<file path="config.mk">
export PLATFORM = sky130hd
export DESIGN_NAME = fc_result_reader
export DESIGN_NICKNAME = d
export VERILOG_FILES = /design/src/rtl/lenet_fc_pkg.sv /design/src/rtl/fc_argmax_lane.sv /design/src/rtl/fc_result_reader.sv
export SDC_FILE = /design/constraint.sdc
export NUM_CORES = 1
export LEC_CHECK = 0
export ABC_AREA = 1
export BUFFER_PORTS_ARGS = -buffer_cell sky130_fd_sc_hd__buf_4
export CAP_MARGIN = 20
export CORE_UTILIZATION = 56
export DETAILED_ROUTE_END_ITERATION = 10
export GPL_TIMING_DRIVEN = 0
export PLACE_DENSITY = 0.86
export SYNTH_ARGS = -nofsm -noshare
export SYNTH_HDL_FRONTEND = slang
export SYNTH_SLANG_ARGS = --single-unit
</file>
<file path="constraint.sdc">
create_clock -name clk -period 7.9 [get_ports clk]
set_clock_uncertainty 0.15 [all_clocks]
set_input_delay 0.79 -clock clk [delete_from_list [all_inputs] [get_ports clk]]
set_output_delay 0.79 -clock clk [all_outputs]
set_load 0.05 [all_outputs]
</file>
<file path="src/rtl/lenet_fc_pkg.sv">
// Shared LeNet FC-stage definitions: score geometry, SRAM lane order and reader FSM states.
package lenet_fc_pkg;

  localparam int CLASS_NUM              = 10;
  localparam int DATA_WIDTH             = 8;
  localparam int DATA_NUM_PER_SRAM_ADDR = 4;
  localparam int WORD_WIDTH             = DATA_WIDTH * DATA_NUM_PER_SRAM_ADDR;

  typedef enum logic [1:0] {
    IDLE = 2'd0,
    READ = 2'd1,
    DONE = 2'd2
  } fc_state_t;

  // Lane 0 sits in the most significant byte of an SRAM word.
  function automatic logic signed [DATA_WIDTH-1:0] lane_score(
    input logic [WORD_WIDTH-1:0] word,
    input int                    lane
  );
    return word[(DATA_NUM_PER_SRAM_ADDR-1-lane)*DATA_WIDTH +: DATA_WIDTH];
  endfunction

  function automatic logic [DATA_NUM_PER_SRAM_ADDR-1:0] lane_valid_mask(
    input int first_class,
    input int class_num
  );
    logic [DATA_NUM_PER_SRAM_ADDR-1:0] mask;
    mask = '0;
    for (int l = 0; l < DATA_NUM_PER_SRAM_ADDR; l++) begin
      mask[l] = (first_class + l) < class_num;
    end
    return mask;
  endfunction

endpackage

</file>
<file path="src/rtl/fc_argmax_lane.sv">
// Folds one SRAM word (all lanes at once) into a running signed argmax.
module fc_argmax_lane
  import lenet_fc_pkg::*;
(
  input  logic [WORD_WIDTH-1:0]             lane_word,
  input  logic [DATA_NUM_PER_SRAM_ADDR-1:0] lane_valid,
  input  logic [3:0]                        base_class,
  input  logic signed [DATA_WIDTH-1:0]      max_score_in,
  input  logic [3:0]                        max_class_in,
  input  logic                              first_seen_in,
  output logic signed [DATA_WIDTH-1:0]      max_score_out,
  output logic [3:0]                        max_class_out,
  output logic                              first_seen_out
);

  logic signed [DATA_WIDTH-1:0] lane_val;

  // Strictly-greater update keeps the lowest index on ties; the first valid lane always loads.
  always_comb begin
    max_score_out  = max_score_in;
    max_class_out  = max_class_in;
    first_seen_out = first_seen_in;
    lane_val       = '0;
    for (int l = 0; l < DATA_NUM_PER_SRAM_ADDR; l++) begin
      lane_val = lane_score(lane_word, l);
      if (lane_valid[l] && (!first_seen_out || (lane_val > max_score_out))) begin
        max_score_out  = lane_val;
        max_class_out  = base_class + 4'(l);
        first_seen_out = 1'b1;
      end
    end
  end

endmodule

</file>
<file path="src/rtl/fc_result_reader.sv">
// Reads the FC2 class scores back from SRAM f and presents the argmax with a valid/ready handshake.
module fc_result_reader
  import lenet_fc_pkg::*;
#(
  parameter int         CLASS_NUM              = lenet_fc_pkg::CLASS_NUM,
  parameter int         DATA_WIDTH             = lenet_fc_pkg::DATA_WIDTH,
  parameter int         DATA_NUM_PER_SRAM_ADDR = lenet_fc_pkg::DATA_NUM_PER_SRAM_ADDR,
  parameter logic [9:0] BASE_ADDR              = 10'd0
) (
  input  logic                                         clk,
  input  logic                                         srstn,
  input  logic                                         fc2_done,
  output logic [9:0]                                   sram_raddr_f,
  input  logic [DATA_WIDTH*DATA_NUM_PER_SRAM_ADDR-1:0] sram_rdata_f,
  output logic [3:0]                                   result_class,
  output logic [DATA_WIDTH-1:0]                        result_score,
  output logic                                         result_valid,
  input  logic                                         result_ready,
  output logic                                         busy
);

  localparam int WORD_NUM = (CLASS_NUM + DATA_NUM_PER_SRAM_ADDR - 1) / DATA_NUM_PER_SRAM_ADDR;
  localparam int CNT_W    = (WORD_NUM > 1) ? $clog2(WORD_NUM) : 1;
  localparam logic [CNT_W-1:0] LAST_WORD = CNT_W'(WORD_NUM - 1);
  localparam logic signed [DATA_WIDTH-1:0] MIN_SCORE = {1'b1, {(DATA_WIDTH-1){1'b0}}};

  fc_state_t state, next_state;

  logic [CNT_W-1:0]                  issue_idx;
  logic                              issue_done;
  logic                              rd_valid;
  logic [CNT_W-1:0]                  rd_word;
  logic signed [DATA_WIDTH-1:0]      max_score;
  logic [3:0]                        max_class;
  logic                              max_seen;
  logic signed [DATA_WIDTH-1:0]      fold_score;
  logic [3:0]                        fold_class;
  logic                              fold_seen;
  logic [DATA_NUM_PER_SRAM_ADDR-1:0] lane_valid;
  logic [3:0]                        base_class;
  logic                              last_fold;

  assign lane_valid = lane_valid_mask(int'(rd_word) * DATA_NUM_PER_SRAM_ADDR, CLASS_NUM);
  assign base_class = 4'(int'(rd_word) * DATA_NUM_PER_SRAM_ADDR);
  assign last_fold  = rd_valid && (rd_word == LAST_WORD);
  assign busy       = (state != IDLE);

  fc_argmax_lane u_argmax (
    .lane_word      (sram_rdata_f),
    .lane_valid     (lane_valid),
    .base_class     (base_class),
    .max_score_in   (max_score),
    .max_class_in   (max_class),
    .first_seen_in  (max_seen),
    .max_score_out  (fold_score),
    .max_class_out  (fold_class),
    .first_seen_out (fold_seen)
  );

  always_ff @(posedge clk or negedge srstn) begin
    if (!srstn) state <= IDLE;
    else        state <= next_state;
  end

  always_comb begin
    next_state = state;
    case (state)
      IDLE:    if (fc2_done) next_state = READ;
      READ:    if (last_fold) next_state = DONE;
      DONE:    if (result_valid && result_ready) next_state = IDLE;
      default: next_state = IDLE;
    endcase
  end

  // rd_valid/rd_word trail the issued address by one cycle to line up with the SRAM read latency.
  always_ff @(posedge clk or negedge srstn) begin
    if (!srstn) begin
      sram_raddr_f <= BASE_ADDR;
      issue_idx    <= '0;
      issue_done   <= 1'b0;
      rd_valid     <= 1'b0;
      rd_word      <= '0;
      max_score    <= MIN_SCORE;
      max_class    <= 4'd0;
      max_seen     <= 1'b0;
      result_class <= 4'd0;
      result_score <= '0;
      result_valid <= 1'b0;
    end else begin
      case (state)
        IDLE: begin
          sram_raddr_f <= BASE_ADDR;
          issue_idx    <= '0;
          issue_done   <= 1'b0;
          rd_valid     <= 1'b0;
          if (fc2_done) begin
            max_score <= MIN_SCORE;
            max_class <= 4'd0;
            max_seen  <= 1'b0;
          end
        end
        READ: begin
          rd_valid <= !issue_done;
          rd_word  <= issue_idx;
          if (!issue_done) begin
            if (issue_idx == LAST_WORD) begin
              issue_done <= 1'b1;
            end else begin
              issue_idx    <= issue_idx + 1'b1;
              sram_raddr_f <= BASE_ADDR + 10'(issue_idx) + 10'd1;
            end
          end
          if (rd_valid) begin
            max_score <= fold_score;
            max_class <= fold_class;
            max_seen  <= fold_seen;
          end
          if (last_fold) begin
            result_class <= fold_class;
            result_score <= fold_score;
            result_valid <= 1'b1;
            sram_raddr_f <= BASE_ADDR;
          end
        end
        DONE: begin
          rd_valid <= 1'b0;
          if (result_valid && result_ready) result_valid <= 1'b0;
        end
        default: rd_valid <= 1'b0;
      endcase
    end
  end

endmodule

</file>
==> reports/metrics.cfg <==
[global_route]
grt_use_total = 0.275
grt_pass1_wl_um = 12800
grt_max_degree = 38
overflow = 0
grt_pass1_vias = 2831
antenna_found_initial = 0

[placement]
placed_area_sq_mm = 0.00364
routabilityCongestion = 0.868
hpwl_um = 6040
io_buffers = 52

[drt]
drt-total-wl_um = 7440
drc = 0
drtIter0Drc = 204
dr.pass1.iters = 5
drt-wirelength-per-cell_um = 13.2
viasPerCell = 5.16
vias = 2905
antenna_left = 0

[yosys]
netlist.area_leader.share = 0.287
syn_inst = 427
ys_warn_count = 0
synth_top_family_by_area = simple AND/OR/NAND/NOR gates
synth_compound_area_frac = 0.0781
yosys.area_share.simple = 0.382
synthMuxAreaShare = 0.00359
synth-xor-area-share = 0
synth_area_sq_mm = 0.00314
synth_cell_types = 34
synth_seq_cells = 37
synth_top_area_cell = dfrtp_1
ys_seq_area_frac = 0.295
synthAdderAreaFrac = 0.136
synth_area_per_cell_sq_um = 7.35
ys_top_cells_by_area = dfrtp_1 (29%), nand2_1 (15%), ha_1 (14%)

[critical_path]
r2r_cells = 53
crit_top_cell = nand2_1
end_kind = flop
cp_max_fo = 10
max_stage_delay_ns = 0.33
r2r_start = max_score[7]$_DFFE_PN1P_
required_ns = 7.93
worstPathArrival_ns = 6.83
critical_path.slowest_cell = ha_1
reg2reg_slack_ns = 1.12
reg2reg_to = max_score[1]$_DFFE_PN0P_
worst-setup-path-type = input pin to flop
start_kind = input pin

[sta]
grt_setup_unrepaired = false
timing.hold.ws_ns = 0.299
finalHoldViolations = 0
maxSlewViolCount = 0
fin_setup_tns_ns = 0
finalSetupViolCount = 0
fin_crit_sh = 0.860
fmax_mhz = 147
min_period_ns = 6.80

[die]
fp.dieArea_sq_mm = 0.00591
dieHeight_um = 76.9
die_w_um = 76.9
ios = 60
start_util = 0.599
core-area_sq_mm = 0.00524
placementRows = 26

[clock_tree]
cts_setup_buffers = 0
h-tree-depth = 2
hold_buffers = 0
ctsRootBufferMaster = clkbuf_8
clock_insertion_delay_worst_skew_ns = 0.29
cts_resized = 0
cts-buffers-inserted = 5
clkSinkCount = 37
cts_tree = done
clk_path_buf_depth = 2
clk_pin_slew_worst_paths_ns = 0.07

[cells_and_area]
fin_area_sq_mm = 0.00376
nets = 562
mostFrequentLayoutCells = nand2_1 (122), buf_4 (62), inv_1 (59)
fin_util = 0.717
area_growth_pct = 19.6
drive_gt1_frac = 0.260
n_antenna_cell = 0
final_common_cell = nand2_1
nFillCells = 410

[worst_hold_path]
hold_class = input pin to asynchronous set/reset pin

[status]
outcome = finished clean

[run]
cap_violations = 0

==> critical path: cells and delay by family <==
family / cells / cell delay (ns)
AOI/OAI and AO/OA: 6 / 1.05
adders and majority gates: 4 / 1.08
buffers and inverters: 7 / 0.77
and+or+nand+nor: 36 / 3.12
==> cells by family after synthesis <==
group / count (synthesis)
compound gates: 42
fa+ha+maj: 34
buf+inv: 76
flops: 37
mux: 1
other cells: 1
simple gates: 236
==> cells in the mapped netlist <==
cell      number
a21o_1         1
a21oi_1       13
a21oi_2        1
and2_1         6
buf_2          3
buf_4         10
clkbuf_1       1
clkinv_1       1
conb_1         1
dfrtp_1       36
dfstp_2        1
ha_1          34
inv_1         59
inv_2          2
mux2_2         1
nand2_1      122
nand2_2       10
nand2_4        4
nand2_8        1
nand3_1       28
nand3_2       24
nand4_1        4
nor2_1        22
nor2_2         2
nor3_1         4
o211ai_1       1
o211ai_2       1
o21a_1         3
o21ai_0        9
o21ai_1        8
o21bai_1       1
o22ai_1        1
o31ai_1        3
or2_2          9
==> cell type report <==
type	count	area (sq um)	share of cell area
Clock buffer	7	86.3	0.0230
Buffer	14	93.8	0.0250
Tap cell	70	87.6	0.0233
Clock inverter	1	30.0	0.00799
Inverter	62	233	0.0620
Sequential cell	37	927	0.247
Timing Repair Buffer	52	390	0.104
Multi-Input combinational cell	320	1910	0.508
==> registers in the layout, summed over array words and instances, names as in the netlist, 2 cells and up <==
name,count
max_score,8
issue_idx,2
result_score,8
state,2
max_class,4
rd_word,2
result_class,4
sram_raddr_f,3
==> per-stage QoR <==
step           instances  setup WS (ns)
2_1_floorplan        433           1.86
4_1_cts              563           1.20
3_5_place_dp         555          0.910
3_3_place_gp         555           1.05
5_1_grt              563          0.392
6_report             563           1.10
==> worst max path at each step <==
stage	cells past startpoint	slack [ns]	to	from
finish	53	1.10	max_score[1]$_DFFE_PN0P_	sram_rdata_f[31]
global route	53	0.39	result_score[4]$_DFFE_PN0P_	max_score[7]$_DFFE_PN1P_
CTS	53	1.20	max_score[1]$_DFFE_PN0P_	sram_rdata_f[31]
detailed placement	53	0.91	max_score[1]$_DFFE_PN0P_	sram_rdata_f[31]
global placement	51	1.05	max_score[5]$_DFFE_PN0P_	sram_rdata_f[31]
floorplan	50	1.86	max_score[1]$_DFFE_PN0P_	sram_rdata_f[31]
==> per-layer routing <==
layer  wire, um  GRT usage  vias up
met5          0          0        -
met4        105     0.0750        0
met3        358     0.0488       12
met2       3690      0.478       78
met1       3290      0.347     1329
li1           -          -     1486
Power is left out: the tool's default activity adds up to more than one toggle a clock period on the data nets, which glitch-free logic cannot reach.
